$ cat config.mk
export PLATFORM = sky130hd
export DESIGN_NAME = enc8t3_seq
export DESIGN_NICKNAME = d
export VERILOG_FILES = /design/src/rtl/enc8t3_pkg.sv /design/src/rtl/enc8t3_prio.sv /design/src/rtl/enc8t3_seq.sv
export SDC_FILE = /design/constraint.sdc
export NUM_CORES = 1
export LEC_CHECK = 0
export CAP_MARGIN = 20
export CORE_ASPECT_RATIO = 0.75
export CORE_UTILIZATION = 38
export DETAILED_ROUTE_END_ITERATION = 8
export GPL_TIMING_DRIVEN = 0
export PLACE_DENSITY_LB_ADDON = 0.25
export SETUP_SLACK_MARGIN = 0.2
export SYNTH_ARGS = -nofsm -noshare
export SYNTH_HDL_FRONTEND = slang
export SYNTH_SLANG_ARGS = --single-unit
$ cat constraint.sdc
create_clock -name clk -period 1.2 [get_ports clk]
set_input_delay 0.24 -clock clk [delete_from_list [all_inputs] [get_ports clk]]
set_output_delay 0.24 -clock clk [all_outputs]
set_load 0.01 [all_outputs]
$ cat src/rtl/enc8t3_pkg.sv
// Shared constants and types for the 8-to-3 sequential priority encoder.
package enc8t3_pkg;

  localparam int N_LINES = 8;
  localparam int CODE_W  = 3;

  typedef logic [N_LINES-1:0] line_vec_t;
  typedef logic [CODE_W-1:0]  code_t;

  // One-hot mask for a line index, used to retire the issued line from pend.
  function automatic line_vec_t onehot(input code_t c);
    return line_vec_t'(1) << c;
  endfunction

endpackage

$ cat src/rtl/enc8t3_prio.sv
// Combinational pick of one set bit from an 8-bit vector.
// Search order is start-1, start-2, ... descending with wrap, start itself last.
// With start=0 this reduces to plain highest-index-wins priority.
module enc8t3_prio
  import enc8t3_pkg::*;
(
  input  line_vec_t vec,
  input  code_t     start,
  output code_t     sel,
  output logic      any
);

  code_t idx;

  // Walk the order backwards so the earliest candidate in search order is the last write.
  always_comb begin
    sel = '0;
    any = 1'b0;
    idx = '0;
    for (int k = N_LINES; k >= 1; k--) begin
      idx = code_t'(start - code_t'(k));
      if (vec[idx]) begin
        sel = idx;
        any = 1'b1;
      end
    end
  end

endmodule

$ cat src/rtl/enc8t3_seq.sv
// Sequential 8-to-3 priority encoder with valid/ready output.
// Request strobes are merged into a pending register; one pending line is
// issued per free output slot and retired from pend as it issues.
// Optional macro ENC8T3_RR_EN: round-robin selection starting below the last
// issued line; otherwise fixed highest-index priority.
module enc8t3_seq
  import enc8t3_pkg::*;
(
  input  logic      clk,
  input  logic      rst_n,
  input  logic      en,
  input  line_vec_t req,
  output code_t     code,
  output logic      valid,
  input  logic      ready,
  output line_vec_t pend,
  output logic      ovf
);

  line_vec_t cap, cand;
  logic      slot_free;
  code_t     sel, start;
  logic      any;

  assign cap       = en ? req : '0;
  assign cand      = pend | cap;
  assign slot_free = ~valid | ready;

`ifdef ENC8T3_RR_EN
  code_t ptr;
  assign start = ptr;

  // Round-robin pointer follows the most recently issued line.
  always_ff @(posedge clk or negedge rst_n) begin
    if (!rst_n)                ptr <= '0;
    else if (slot_free && any) ptr <= sel;
  end
`else
  assign start = '0;
`endif

  enc8t3_prio u_prio (
    .vec   (cand),
    .start (start),
    .sel   (sel),
    .any   (any)
  );

  // Issue/hold the output slot and keep the pending set; ovf flags merged strobes.
  always_ff @(posedge clk or negedge rst_n) begin
    if (!rst_n) begin
      pend  <= '0;
      code  <= '0;
      valid <= 1'b0;
      ovf   <= 1'b0;
    end else begin
      ovf <= |(cap & pend);
      if (slot_free) begin
        if (any) begin
          code  <= sel;
          valid <= 1'b1;
          pend  <= cand & ~onehot(sel);
        end else begin
          valid <= 1'b0;
          pend  <= '0;
        end
      end else begin
        pend <= cand;
      end
    end
  end

endmodule

==> results.py, run 1 <==
metrics = {
    "power": {
        "power.density_nw_per_um2": 1000,
        "cellLeakagePower_uw": 0.000554,
        "peakVddDrop_mv": 0.723,
    },
    "outcome": {
        "status": "complete, but fails checks",
        "violations": "setup timing",
    },
    "placed_design": {
        "place_hpwl_mm": 1.41,
        "place_area_sq_um": 966,
        "place_congestion": 0.886,
        "numPortBuffers": 24,
        "pre_cts_slack_ns": -0.853,
    },
    "setup_path": {
        "crit_slowest_cell": "dfrtp_1",
        "crit_type": "reg2reg",
        "slowest_delay_ns": 0.40,
        "required_ns": 1.37,
        "cp_cell_sequence": "buf_6 -> nor2_4 -> nand4_1 -> buf_4 -> o41a_1",
        "start_kind": "register",
        "arrival_ns": 1.68,
        "critical_path_buf_inv_count": 2,
        "critPathTopFamily": "flip-flops",
        "end_kind": "register",
        "critPathMaxFanout": 4,
    },
    "floorplanning": {
        "initial_core_util_pct": 42.9,
        "ios": 25,
        "die_w_microns": 50.7,
        "coreArea_sq_um": 1580,
        "fp.dieH_microns": 38.6,
        "fp-row-count": 12,
        "dieArea_sq_um": 1960,
    },
    "detailed_routing": {
        "drtAntennaViolNets": 0,
        "drtIter0Drc": 55,
        "dr.pass1.iters": 4,
        "wl_met3_microns": 209,
        "wl_mm": 2.86,
        "vias_per_cell": 5.99,
        "m1WireLength_mm": 1.21,
        "highest-signal-layer": "met4",
        "route.met2.wl_mm": 1.36,
        "wire_per_inst_microns": 19.6,
        "drc": 0,
        "vias": 875,
    },
    "synth": {
        "syn_area_per_cell_sq_um": 9.95,
        "syn_inst": 68,
        "synth_nets": 80,
        "synth-seq-area-share_pct": 48.1,
        "ys_types": 28,
        "yosysWarnings": 0,
        "ys_ff_latch": 13,
        "syn_area_sq_um": 677,
    },
    "clock_tree": {
        "cts_buffers": 3,
        "clk_pin_slew_ns": 0.08,
        "htreeDepth": 1,
        "hold_buffers": 0,
        "worstSkewPairLatency_ns": 0.29,
        "cts_tree": "built",
        "clock-sinks": 13,
        "max-clock-path-buffers": 2,
        "ctsRootBufferMaster": "clkbuf_4",
    },
    "cells_and_area": {
        "multiInputGateArea_sq_um": 429,
        "ff_latch_area_sq_um": 328,
        "layout_commonest_cell": "buf_4",
        "fin_util_pct": 81.6,
        "fillers": 87,
        "antenna_cells": 0,
        "stdcell_area_sq_um": 1290,
        "drive_gt1_share_pct": 51.2,
        "mostFrequentLayoutCells": "buf_4, buf_6, dfrtp_1, buf_2",
        "nets": 138,
        "area_growth_pct": 90.0,
    },
    "sta": {
        "max-slew-margin-rel_pct": 57.7,
        "rsz0062_at_grt": "true",
        "finalCritPeriodShare_pct": 126,
        "drv_slew": 0,
        "hold_viol": 0,
        "max_slew.worst_pin.slew_ns": 0.632,
        "period_minus_slack_ns": 1.51,
        "timing.final.ws_setup_ns": -0.314,
        "finalSetupViolations": 14,
        "clock_skew_ns": 0.00386,
        "fmax_mhz": 660,
    },
    "global_route": {
        "grt_pass1_wl_mm": 4.14,
        "grt_pass1_vias": 884,
        "antenna_found_initial": 0,
        "grt_usage_pct": 31.7,
        "grt-ovfl-total": 0,
        "grt_max_degree": 14,
    },
    "worst_hold_path": {
        "min_path_type": "in2async",
    },
    "job": {
        "cap_viol_max_count": 0,
    },
}
## stage by stage
| stage | setup TNS, ns | hold WS, ns | total power [uW] | std cells |
|---|---|---|---|---|
| 6_report | -2.61 | 0.336 | 1290 | 146 |
| 2_1_floorplan | -0.354 | -0.0556 | 661 | 68 |
| 4_1_cts | -1.35 | 0.347 | 1230 | 139 |
| 5_1_grt | -3.32 | 0.391 | 1340 | 146 |
| 3_3_place_gp | -7.09 | 0.477 | 823 | 113 |
| 3_5_place_dp | -7.15 | 0.487 | 828 | 113 |
## timing repair
item / CTS / global route
gates resized for setup: 85 / 6
setup endpoints to repair: 26 / 24
buffers inserted: 22 / 7
pin swaps: 12 / 8
## synthesized netlist by cell type (all sizes together)
| cell | n | area (sq um) |
|---|---|---|
| o21ai | 8 | 43.8 |
| inv | 1 | 3.75 |
| or3 | 1 | 6.26 |
| o41a | 2 | 22.5 |
| dfrtp | 13 | 325 |
| a21oi | 7 | 42.5 |
| buf | 1 | 11.3 |
| a41oi | 1 | 8.76 |
| a31oi | 2 | 12.5 |
| a21o | 3 | 22.5 |
| o2bb2ai | 1 | 8.76 |
| mux2 | 1 | 11.3 |
| a22oi | 4 | 30.0 |
| nor3 | 1 | 5.00 |
| nor2b | 1 | 6.26 |
| nand4 | 2 | 12.5 |
| nand2 | 4 | 15.0 |
| a21boi | 1 | 7.51 |
| o211a | 1 | 10.0 |
| nand2b | 1 | 6.26 |
| a22o | 1 | 8.76 |
| a21bo | 1 | 10.0 |
| nor2 | 7 | 26.3 |
| o21a | 1 | 7.51 |
| and2 | 2 | 12.5 |
## worst register-to-register path: cells and delay by family (launching register included)
kind,cells,cell delay (ns)
AO/OA/AOI/OAI,1,0.31
buffers and inverters,2,0.36
flip-flops,1,0.40
AND/OR/NAND/NOR,2,0.32
## sequential cells by signal, summed over array words and instances, names as in the netlist
| register | count |
|---|---|
| valid | 1 |
| code | 3 |
| pend | 8 |
| ovf | 1 |
## where the power goes
group	switching, uW	total, uW	internal, uW
Sequential	47.3	527	480
Clock	154	283	130
Combinational	223	478	255
Total	424	1290	864
## worst paths after layout
check	start	endpoint	slack [ns]	cells past startpoint
min reg2reg	code[0]	code[0]	0.50	1
min	rst_n	ovf	0.34	1
max reg2reg	pend[7]	pend[2]	-0.31	5
min in group clk	req[7]	pend[7]	0.39	3
max	pend[7]	pend[2]	-0.31	5
max in group asynchronous	rst_n	pend[5]	0.41	1
## cells by family after synthesis
group | after synthesis | share of synthesized area (%)
AO/OA/AOI/OAI | 33 | 34.8
flip-flops | 13 | 48.1
AND/OR/NAND/NOR | 19 | 13.3
buffers and inverters | 2 | 2.22
multiplexers | 1 | 1.66
## metal layers
| layer | vias up | GRT usage, % |
|---|---|---|
| met3 | 13 | 10.3 |
| met1 | 434 | 34.8 |
| met2 | 53 | 53.3 |
| met4 | 0 | 22.2 |
| met5 | - | 0 |
| li1 | 375 | - |
## area by class of cell
| class | count | share of cell area (%) |
|---|---|---|
| flip-flops and latches | 13 | 25.5 |
| multi-input cells | 53 | 33.4 |
| repair buffers | 53 | 35.9 |
| well taps | 21 | 2.04 |
| inverters | 1 | 0.292 |
| clock buffers | 4 | 2.04 |
| plain buffers | 1 | 0.875 |
(Power assumes the default switching activity.)
==> inputs of run 2 (changes only) <==
- SETUP_SLACK_MARGIN: 0.2 -> 0.05
==> run 2 against run 1 <==
The run still ends with setup timing left. Final cell count decreased by 4.1%. Final area decreased by 4.3%. Global-route usage decreased by 3.3 points. Total power decreased by 1.5%. First-iteration DRC count increased by 31%. Non-clock buffer count decreased by 6. Via count increased by 1.4%. Hold slack got worse by 0.0012 ns. Largest cell class is now multi-input combinational cells. Highest routed layer unchanged.
==> results.py, run 2 (same netlist as run 1, synthesis figures left out) <==
metrics = {
    "global_route": {
        "grt_usage_pct": 28.4,
        "met2_usage_pct": 47.7,
        "met3_usage_pct": 6.35,
        "grt-ovfl-total": 0,
        "grt_max_degree": 14,
        "antenna_found_initial": 0,
        "grt_pass1_wl_mm": 3.83,
        "grt_pass1_vias": 780,
        "grt_busiest_layer": "met2",
        "grt_util_met1_pct": 37.8,
    },
    "floorplanning": {
        "fp.dieH_microns": 38.6,
        "die_w_microns": 50.7,
        "ios": 25,
        "dieArea_sq_um": 1960,
        "fp-row-count": 12,
        "coreArea_sq_um": 1580,
        "initial_core_util_pct": 42.9,
    },
    "sta": {
        "timing.final.ws_setup_ns": -0.316,
        "period_minus_slack_ns": 1.52,
        "finalCritPeriodShare_pct": 126,
        "clock_skew_ns": 0.00494,
        "rsz0062_at_grt": "true",
        "max-slew-margin-rel_pct": 59.3,
        "fmax_mhz": 660,
        "finalSetupViolations": 13,
        "hold_viol": 0,
        "drv_slew": 0,
        "max_slew.worst_pin.slew_ns": 0.609,
    },
    "detailed_routing": {
        "drtAntennaViolNets": 0,
        "drtIter0Drc": 72,
        "wire_per_inst_microns": 20.8,
        "vias": 887,
        "wl_mm": 2.91,
        "dr.pass1.iters": 4,
        "vias_per_cell": 6.34,
        "drc": 0,
    },
    "setup_path": {
        "end_kind": "register",
        "required_ns": 1.36,
        "slowest_delay_ns": 0.42,
        "critPathMaxFanout": 3,
        "arrival_ns": 1.67,
        "start_kind": "register",
        "crit_type": "reg2reg",
        "crit_slowest_cell": "dfrtp_1",
        "cp_cell_sequence": "nor2_2 -> nand4_1 -> buf_4 -> o41a_1",
    },
    "clock_tree": {
        "hold_buffers": 0,
        "clock-sinks": 13,
        "cts_tree": "built",
        "htreeDepth": 1,
        "clk_pin_slew_ns": 0.08,
        "max-clock-path-buffers": 2,
        "ctsRootBufferMaster": "clkbuf_4",
        "cts_buffers": 3,
        "worstSkewPairLatency_ns": 0.28,
    },
    "cells_and_area": {
        "nets": 132,
        "drive_gt1_share_pct": 52.9,
        "area_growth_pct": 81.9,
        "fillers": 99,
        "top_register": "pend",
        "mostFrequentLayoutCells": "buf_4, buf_6, dfrtp_1, dlygate4sd2_1, o21ai_2",
        "layout_commonest_cell": "buf_4",
        "antenna_cells": 0,
        "largest_reg_flops": 8,
        "fin_util_pct": 78.1,
        "fin_cells": 140,
        "reg.largest.list": "pend: 8 flops, code: 3 flops",
    },
    "outcome": {
        "violations": "setup timing",
        "status": "complete, but fails checks",
    },
    "job": {
        "cap_viol_max_count": 0,
    },
    "power": {
        "power.density_nw_per_um2": 1030,
        "peakVddDrop_mv": 0.773,
        "cellLeakagePower_uw": 0.000517,
    },
    "placed_design": {
        "place_hpwl_mm": 1.41,
        "place_inst": 113,
        "place_congestion": 0.827,
        "numPortBuffers": 24,
    },
    "worst_hold_path": {
        "min_path_type": "in2async",
    },
}
[run 2: cell types whose count changed in the layout (fill, tap and decap cells not counted), moves of 3 or more]
cell / before / now
dlygate4sd2_1: 5 / 8
clkdlybuf4s50_1: 5 / 2
buf_6: 17 / 14
buf_2: 8 / 4
[run 2: metal layers]
| metal | up-vias | part of all wire [%] |
|---|---|---|
| li1 | 364 | - |
| met4 | 0 | 7.3 |
| met5 | - | 0 |
| met2 | 88 | 43 |
| met3 | 30 | 9.9 |
| met1 | 405 | 40 |
[run 2: layout make-up]
class / count / area [sq um] / share of cell area [%]
Buffer: 1 / 11.3 / 0.915
Clock buffer: 4 / 26.3 / 2.13
Inverter: 1 / 3.75 / 0.305
Multi-Input combinational cell: 53 / 427 / 34.7
Sequential cell: 13 / 329 / 26.7
Tap cell: 21 / 26.3 / 2.13
Timing Repair Buffer: 47 / 408 / 33.1
[run 2: final timing paths]
check / slack (ns) / start / end / cells after the start
max: -0.32 / pend[6] / pend[2] / 4
min: 0.33 / rst_n / ovf / 1
max reg2reg: -0.32 / pend[6] / pend[2] / 4
min reg2reg: 0.52 / code[1] / code[1] / 1
max in group asynchronous: 0.43 / rst_n / pend[3] / 1
min in group clk: 0.47 / req[7] / pend[7] / 3
[run 2: through the flow]
| stage | instance area, sq um | TNS, ns | total power [uW] | hold slack, ns | worst slack (ns) |
|---|---|---|---|---|---|
| 2_1_floorplan | 692 | -0.343 | 658 | -0.0556 | -0.158 |
| 3_3_place_gp | 958 | -7.41 | 822 | 0.483 | -0.875 |
| 3_5_place_dp | 958 | -7.36 | 826 | 0.487 | -0.844 |
| 4_1_cts | 1140 | -1.18 | 1170 | 0.357 | -0.198 |
| 5_1_grt | 1230 | -3.08 | 1320 | 0.369 | -0.370 |
| 6_report | 1230 | -2.63 | 1270 | 0.335 | -0.316 |
[run 2: worst max-delay path: cells and delay by family, from the launching register on]
family                 cells  cell delay (ns)
AOI/OAI and AO/OA          1             0.37
buffers and inverters      1             0.22
and+or+nand+nor            2             0.38
DFF                        1             0.42
[run 2: where the power goes]
part           switching (uW)  internal (uW)
clock                     144            129
sequential               48.1            479
combinational             224            244
total                     417            853
[run 2: what timing repair did]
action | CTS | global route
pin swaps | 18 | 10
setup endpoints to repair | 25 | 21
setup buffers | 17 | 8
hold endpoints to repair | 0 | 0
gates resized for setup | 69 | 25
==> inputs of run 3 (changes only) <==
- ABC_AREA: default -> 1
- CORE_UTILIZATION: 38 -> 40
- PLACE_DENSITY: default -> 0.72
- PLACE_DENSITY_LB_ADDON: 0.25 -> default
- RECOVER_POWER: default -> 50
==> run 3 against run 2 <==
The run still ends with setup timing left. Synthesized cell count up 37%. Global-route usage decreased by 8.3 points. Synthesized area is 15% higher. Via count is 20% lower. Final cell count up 6.4%. Highest routed layer unchanged.
==> results.py, run 3 <==
metrics = {
    "outcome": {
        "status": "complete, but fails checks",
        "violations": "setup timing",
    },
    "detailed_routing": {
        "drtIter0Drc": 8,
        "drtAntennaViolNets": 0,
        "wire_per_inst_microns": 12.7,
        "drc": 0,
        "dr.pass1.iters": 4,
        "vias_per_cell": 4.79,
        "wl_mm": 1.89,
        "vias": 714,
    },
    "sta": {
        "hold_viol": 0,
        "finalCritPeriodShare_pct": 111,
        "rsz0062_at_grt": "true",
        "max_slew.worst_pin.slew_ns": 0.600,
        "max-slew-margin-rel_pct": 59.9,
        "holdWs_ns": 0.408,
        "drv_slew": 0,
        "finalSetupViolations": 10,
        "period_minus_slack_ns": 1.33,
        "clock_skew_ns": 0.00196,
        "timing.final.ws_setup_ns": -0.129,
        "fmax_mhz": 753,
    },
    "global_route": {
        "grt_max_degree": 14,
        "grt_pass1_wl_mm": 2.85,
        "grt_pass1_vias": 656,
        "grt-ovfl-total": 0,
        "antenna_found_initial": 0,
        "grt_usage_pct": 20.1,
    },
    "worst_hold_path": {
        "min_path_type": "in2async",
    },
    "floorplanning": {
        "dieArea_sq_um": 2120,
        "ios": 25,
        "fp.dieH_microns": 40.2,
        "initial_core_util_pct": 43.8,
        "coreArea_sq_um": 1770,
        "die_w_microns": 52.9,
        "fp-row-count": 13,
    },
    "cells_and_area": {
        "fillers": 158,
        "layout_commonest_cell": "inv_1",
        "reg.largest.list": "pend: 8 flops, code: 3 flops",
        "mostFrequentLayoutCells": "inv_1, nand2_1, dfrtp_1, nand2_2, clkbuf_2",
        "largest_reg_flops": 8,
        "area_growth_pct": 45.6,
        "nets": 140,
        "drive_gt1_share_pct": 44.9,
        "top_register": "pend",
        "fin_util_pct": 63.8,
        "antenna_cells": 0,
    },
    "synth": {
        "yosysMostFrequentCell": "inv_1",
        "syn_area_sq_um": 777,
        "yosys.area.top_type": "dfrtp_1",
        "synth_common_cells": "inv_1, nand2_1, dfrtp_1",
        "synth_nets": 105,
        "synth_ff_type": "dfrtp_1",
        "synth_edf_count": 0,
        "ys_types": 23,
        "synth.area.top_cells": "dfrtp_1, inv_1, nand2_1",
        "yosysWarnings": 0,
        "syn_area_per_cell_sq_um": 8.35,
        "synth-seq-area-share_pct": 41.9,
        "ys_ff_latch": 13,
        "syn_inst": 93,
        "yosysTopAreaCellShare_pct": 41.9,
        "synthArstFlopShare_pct": 100,
    },
    "placed_design": {
        "numPortBuffers": 24,
        "place_congestion": 0.800,
        "place_hpwl_mm": 1.31,
    },
    "setup_path": {
        "required_ns": 1.38,
        "crit_slowest_cell": "dfrtp_1",
        "slowest_delay_ns": 0.40,
        "arrival_ns": 1.50,
        "end_kind": "register",
        "cp_common_cell": "nand2_1",
        "start_kind": "register",
        "crit_type": "reg2reg",
        "cp_cell_sequence": "buf_6 -> a21oi_4 -> nand2_1 -> nand2_1 -> nand2_2 -> nand2_2 -> nand3_1 -> nand2_1 -> inv_1",
        "critPathMaxFanout": 4,
    },
    "clock_tree": {
        "max-clock-path-buffers": 2,
        "ctsRootBufferMaster": "clkbuf_4",
        "cts_buffers": 3,
        "hold_buffers": 0,
        "cts_tree": "built",
        "htreeDepth": 1,
        "worstSkewPairLatency_ns": 0.27,
        "clk_pin_slew_ns": 0.08,
        "clock-sinks": 13,
    },
    "power": {
        "power.density_nw_per_um2": 1140,
        "peakVddDrop_mv": 0.920,
        "cellLeakagePower_uw": 0.000564,
    },
    "job": {
        "cap_viol_max_count": 0,
    },
}
[run 3: cell types whose count changed after synthesis, moves of 4 or more]
cell / change
inv_1: +19
nand2_1: +13
nand2_2: +8
nand3_1: +7
o21ai_1: -5
a22oi_1: -4
[run 3: cells by family after synthesis]
| family | Yosys count | share of synthesized area [%] |
|---|---|---|
| buffers and inverters | 22 | 11.8 |
| AND/OR/NAND/NOR | 44 | 32.5 |
| AO/OA/AOI/OAI | 14 | 13.8 |
| flip-flops | 13 | 41.9 |
[run 3: final timing paths]
path	slack, ns	from	cells past startpoint	endpoint
max	-0.13	pend[3]	9	pend[2]
min	0.41	rst_n	1	valid
max reg2reg	-0.13	pend[3]	9	pend[2]
min reg2reg	0.49	code[2]	1	code[2]
max in group asynchronous	0.40	rst_n	1	pend[0]
min in group clk	0.47	en	5	pend[5]
[run 3: metal layers]
| layer | GRT usage, % | part of all wire [%] |
|---|---|---|
| met4 | 6.58 | 0.90 |
| met1 | 24.8 | 46 |
| met2 | 33.2 | 47 |
| met5 | 0 | 0 |
| met3 | 7.20 | 6.1 |
[run 3: timing repair]
item | 4_1_cts | 5_1_grt
resized for setup | 44 | 15
setup endpoints to repair | 24 | 22
setup buffers | 5 | 1
pin swaps | 9 | 6
endpoints found under the hold margin | 0 | 0
[run 3: final cells by class]
cell class	count	area, sq um	share of cell area [%]
repair buffers	30	244	21.6
multi-input cells	58	417	36.8
clock buffers	4	26.3	2.32
plain buffers	2	16.3	1.44
flip-flops and latches	13	325	28.8
well taps	22	27.5	2.43
inverters	20	75.1	6.64
[run 3: report_power, final]
part / leakage, uW / internal, uW / switching, uW / total (uW)
sequential: 0.000137 / 497 / 32.8 / 530
combinational: 0.000413 / 196 / 294 / 490
clock: 0.0000150 / 129 / 137 / 266
total: 0.000564 / 823 / 464 / 1290
[run 3: critical path: cells and delay by family (launching register included)]
family,cells,cell delay (ns)
flip-flops,1,0.40
buffers and inverters,2,0.16
AND/OR/NAND/NOR,6,0.48
AO/OA/AOI/OAI,1,0.18
[run 3: metrics by stage]
step / instance area, sq um / cells / setup WS, ns / power (uW) / setup TNS [ns]
2_1_floorplan: 797 / 93 / 0.0246 / 827 / 0
3_3_place_gp: 1060 / 139 / -0.521 / 1030 / -5.29
3_5_place_dp: 1060 / 139 / -0.539 / 1040 / -5.50
4_1_cts: 1160 / 148 / -0.0774 / 1310 / -0.503
5_1_grt: 1130 / 149 / -0.207 / 1370 / -1.75
6_report: 1130 / 149 / -0.129 / 1290 / -0.843
